`src/rtl/johnson_phase_decoder.sv`:
```
// Johnson counter phase decoder: one-hot/binary phase, legality and
// sequence checking, lock tracking and a revolution counter.
module johnson_phase_decoder #(
  parameter int N        = 3,
  parameter int LOCK_CNT = 4,
  parameter int REV_W    = 8
) (
  input  logic                      clk,
  input  logic                      clr,
  input  logic                      en,
  input  logic [N-1:0]              jc_q,
  input  logic                      err_clr,
  output logic [2*N-1:0]            phase_onehot,
  output logic [$clog2(2*N)-1:0]    phase_idx,
  output logic                      valid,
  output logic                      illegal,
  output logic                      seq_err,
  output logic                      err_sticky,
  output logic                      locked,
  output logic [REV_W-1:0]          rev_cnt,
  output logic                      rev_pulse
);

  localparam int S  = 2 * N;
  localparam int IW = $clog2(S);
  localparam logic [IW-1:0] LAST = IW'(S - 1);
  localparam logic [3:0] LOCK_TGT = 4'(LOCK_CNT);

  typedef enum logic [1:0] {
    UNLOCKED,
    LOCKING,
    LOCKED
  } state_t;

  state_t state_q, state_n;
  logic [3:0] cnt_q, cnt_n;
  logic [REV_W-1:0] rev_n;
  logic rev_p_n;
  logic seq_n;
  logic err_n;

  logic [S-1:0]  hit;
  logic [IW-1:0] cur;
  logic          legal;
  logic [IW-1:0] succ;
  logic          is_hold;
  logic          is_step;
  logic          is_skip;

  // MSB-filled Johnson code for phase k
  function automatic logic [N-1:0] code_of(input int k);
    logic [N-1:0] c;
    c = '0;
    for (int i = 0; i < N; i++) begin
      if (k <= N) c[i] = (i >= N - k);
      else        c[i] = (i < S - k);
    end
    return c;
  endfunction

  always_comb begin
    hit   = '0;
    cur   = '0;
    legal = 1'b0;
    for (int k = 0; k < S; k++) begin
      if (jc_q == code_of(k)) begin
        hit[k] = 1'b1;
        cur    = IW'(k);
        legal  = 1'b1;
      end
    end
  end

  // valid doubles as the previous-sample-legal flag
  always_comb begin
    succ    = (phase_idx == LAST) ? '0 : phase_idx + IW'(1);
    is_hold = valid && legal && (cur == phase_idx);
    is_step = valid && legal && (cur == succ);
    is_skip = valid && legal && !is_hold && !is_step;
  end

  always_comb begin
    state_n = state_q;
    cnt_n   = cnt_q;
    rev_n   = rev_cnt;
    rev_p_n = 1'b0;
    seq_n   = 1'b0;
    err_n   = err_sticky & ~err_clr;
    if (en) begin
      if (!legal) begin
        state_n = UNLOCKED;
        cnt_n   = '0;
        err_n   = 1'b1;
      end else begin
        unique case (state_q)
          UNLOCKED: begin
            state_n = LOCKING;
            cnt_n   = '0;
          end
          LOCKING: begin
            unique case (1'b1)
              is_step: begin
                cnt_n = cnt_q + 4'd1;
                if (cnt_n == LOCK_TGT) state_n = LOCKED;
              end
              is_skip: cnt_n = '0;
              default: ;
            endcase
          end
          LOCKED: begin
            unique case (1'b1)
              is_skip: begin
                seq_n   = 1'b1;
                err_n   = 1'b1;
                state_n = LOCKING;
                cnt_n   = '0;
              end
              is_step: begin
                if (phase_idx == LAST) begin
                  rev_n   = rev_cnt + REV_W'(1);
                  rev_p_n = 1'b1;
                end
              end
              default: ;
            endcase
          end
          default: begin
            state_n = UNLOCKED;
            cnt_n   = '0;
          end
        endcase
      end
    end
  end

  always_ff @(posedge clk or negedge clr) begin
    if (!clr) begin
      state_q    <= UNLOCKED;
      cnt_q      <= '0;
      rev_cnt    <= '0;
      rev_pulse  <= 1'b0;
      seq_err    <= 1'b0;
      err_sticky <= 1'b0;
    end else begin
      state_q    <= state_n;
      cnt_q      <= cnt_n;
      rev_cnt    <= rev_n;
      rev_pulse  <= rev_p_n;
      seq_err    <= seq_n;
      err_sticky <= err_n;
    end
  end

  always_ff @(posedge clk or negedge clr) begin
    if (!clr) begin
      phase_onehot <= '0;
      phase_idx    <= '0;
      valid        <= 1'b0;
      illegal      <= 1'b0;
    end else if (en) begin
      phase_onehot <= hit;
      phase_idx    <= cur;
      valid        <= legal;
      illegal      <= !legal;
    end
  end

  assign locked = (state_q == LOCKED);

endmodule

```
`config.mk`:
```
export PLATFORM = sky130hd
export DESIGN_NAME = johnson_phase_decoder
export DESIGN_NICKNAME = d
export VERILOG_FILES = /design/src/rtl/johnson_phase_decoder.sv
export SDC_FILE = /design/constraint.sdc
export NUM_CORES = 1
export LEC_CHECK = 0
export ABC_AREA = 1
export ABC_CLOCK_PERIOD_IN_PS = 1800
export CORE_AREA = 2 2 69 71
export DETAILED_ROUTE_END_ITERATION = 8
export DIE_AREA = 0 0 71 73
export PLACE_DENSITY = 0.56
export REMOVE_ABC_BUFFERS = 1
export SKIP_CTS_REPAIR_TIMING = 1
export SLEW_MARGIN = 20
export SYNTH_ARGS = -nofsm -noshare
export SYNTH_HDL_FRONTEND = slang
export SYNTH_SLANG_ARGS = --single-unit
```
`constraint.sdc`:
```
create_clock -name clk -period 1.8 [get_ports clk]
set_clock_uncertainty 0.15 [all_clocks]
set_input_delay 0.27 -clock clk [delete_from_list [all_inputs] [get_ports clk]]
set_output_delay 0.27 -clock clk [all_outputs]
set_load 0.03 [all_outputs]
```
==> run metrics <==
CP max stage delay 0.47 ns; critical path class flop to flop; Port Buf Inserts 29; Distinct cells, synth 25; Reg area 703 µm²; Worst slew margin 0.754; row count 25; asr flop ratio synth 1.00; Ports 30; Iteration-0 DRC Markers 50; DRC Markers 0; Critical Path Source phase_idx[0]; CTS Sinks 28; Setup crit end kind flop; clk_lat worst skew 0.29 ns; CTS root buf clkbuf_8; Clock Path Buffers 2; # diodes 0; first-pass GRT wire length 5600 µm; Avg Synthesized Cell Area 7.93 µm²; Overflow after GRT 0; CORE AREA 4540 µm²; clock power share 0.313; TritonCTS Buffers 3; Mapped Area 1520 µm²; post-route cell area 2270 µm²; GP Congestion 0.885; WHS 0.175 ns; Crit Path Max Fanout 5; DIE AREA 5180 µm²; register area share after synthesis 0.460; routed len/inst 12.2 µm; Reg-to-Reg Start phase_idx[0]; Switch Pwr 0.000502 W; period utilization 0.989; register bit total from synthesis 28; RSZ-0062 raised after global routing yes; outcome finished, final reports clean; Internal 0.00114 W; GRT Resource Usage Total 0.136; Fill cells 443; Fin Setup TNS 0 ns; antenna violations before repair 0; logic gate share of total power 0.259; Final min period 1.78 ns; Slew @ Worst Pin 0.367 ns; VDD IR-drop max 0.435 mV; synth-to-layout area growth 49.4%; area of the multi-input gates 861 µm²; antenna viol nets, final 0; Required @ worst endpoint 1.88 ns; CP Cell Sequence nand2_4 > nand3_1 > nand2_1 > nand2_2 > nor2_4 > nand3_4 > buf_12 > nand3_4 > buf_6 > nand3_1 > nand2_1; die width 71 µm; final hold viol count 0; Max Cap Viol 0; pre-CTS setup slack -0.481 ns; Max Clk Rate 562 MHz; Synth Instances 192; Pre-antenna DRT Iters 4; wirelength, routed 3590 µm; Pwr Density 721 nW/µm²; number of synthesized flops with an enable pin 0; critical path startpoint category flop; reg2reg end cnt_q[2]; Reg2Reg Setup Slack 0.02 ns; leakage 1.33 nW; layout cells sized above 1 0.278; post-detail-place hpwl 2430 µm; vias in the first global route 1240; clock slew at reported path FFs 0.10 ns; Setup Viol. Count Final 0; Hold Path Stages 2; final setup margin 0.0206 ns; Via density 4.80; hold endpoint phase_onehot[2]; HP Start jc_q[0]; CTS tree built; Worst Reg-to-Reg Cells 11; largest net degree at the start of global routing 29; slowest cell on the critical path dfrtp_2; switch share 0.306; Post-Place Cell Area 1980 µm²; sequential share of power 0.428; initial core utilization 0.336; Slew Viols, Final 0; Yosys warnings 0; utilization after layout 0.502; vias post-DR 1416; Post-synth top flop dfrtp_1; Chip Height 73 µm; CP arrival 1.86 ns; Layout Nets 252; H-tree depth 1; Hold Path Class input pin to flop
placed cells by master (no fill, tap or decap), drive strengths merged, types with 4 or more instances in the layout:
master          n
o21ai          13
inv            24
nand2          68
xnor2           4
dfrtp          28
buf            19
nor2           13
nand3          18
dlymetal6s2s   16
nand4           5
clkdlybuf4s50  12
xor2            4
through the flow:
| stage | total power [W] | cells |
|---|---|---|
| floorplan | 0.000901 | 190 |
| global placement | 0.00105 | 288 |
| detailed placement | 0.00105 | 288 |
| CTS | 0.00157 | 292 |
| global route | 0.00172 | 295 |
| finish | 0.00164 | 295 |
flip-flops by register name (all words and copies together) (netlist names):
register	flops
rev_cnt	8
phase_onehot	6
cnt_q	4
phase_idx	3
state_q	2
err_sticky	1
illegal	1
rev_pulse	1
seq_err	1
valid	1
power groups by stage:
| stage | registers, W | clock network, W | logic (W) |
|---|---|---|---|
| floorplan | 0.000746 | 0 | 0.000155 |
| global placement | 0.000708 | 0 | 0.000345 |
| detailed placement | 0.000709 | 0 | 0.000345 |
| CTS | 0.000696 | 0.000524 | 0.000348 |
| global route | 0.000708 | 0.000541 | 0.000467 |
| finish | 0.000702 | 0.000513 | 0.000424 |
cells by family after synthesis:
kind of cell	share of synthesized area
flip-flops	0.460
XOR/XNOR	0.0460
adder cells (fa/ha/maj)	0.0247
buffers and inverters	0.0641
AO/OA/AOI/OAI	0.0682
AND/OR/NAND/NOR	0.337
Yosys cell counts, types with 2 or more instances:
| master | n | share of area |
|---|---|---|
| xor2_1 | 4 | 0.023 |
| nand3_1 | 14 | 0.046 |
| inv_2 | 2 | 0.0049 |
| nand3_2 | 4 | 0.026 |
| clkbuf_1 | 2 | 0.0049 |
| nand4_1 | 4 | 0.016 |
| nor3_1 | 3 | 0.0099 |
| ha_1 | 3 | 0.025 |
| nand3b_1 | 2 | 0.0099 |
| inv_1 | 22 | 0.054 |
| nor2_1 | 10 | 0.025 |
| nand2_1 | 65 | 0.16 |
| xnor2_1 | 4 | 0.023 |
| nand2_2 | 2 | 0.0082 |
| nor2_2 | 2 | 0.0082 |
| dfrtp_1 | 28 | 0.46 |
| o21ai_0 | 13 | 0.043 |
layout make-up:
type / count / area share
Clock buffer: 3 / 0.0182
Multi-Input combinational cell: 138 / 0.378
Timing Repair Buffer: 47 / 0.211
Inverter: 24 / 0.0407
Clock inverter: 1 / 0.0132
Tap cell: 54 / 0.0297
Sequential cell: 28 / 0.309
per-layer routing:
metal,part of all wire,wire [µm],GRT usage,vias up
met3,0.034,121,0.0221,7
met5,0,0,0,-
met2,0.48,1720,0.219,29
met1,0.46,1660,0.180,666
met4,0.024,87,0.0629,0
li1,-,-,-,714
worst max-delay path, delay by kind of cell (launching register included):
kind | cells | cell delay [ns]
flip-flops | 1 | 0.47
AND/OR/NAND/NOR | 9 | 0.84
buffers and inverters | 2 | 0.27
worst max path at each step:
stage	cells past startpoint	slack (ns)	end
floorplan	13	-0.05	rev_cnt[4]
global placement	12	-0.45	cnt_q[2]
detailed placement	12	-0.48	cnt_q[0]
CTS	12	-0.18	cnt_q[0]
global route	9	-0.12	state_q[1]
finish	11	0.02	cnt_q[2]
(Power assumes the default switching activity.)
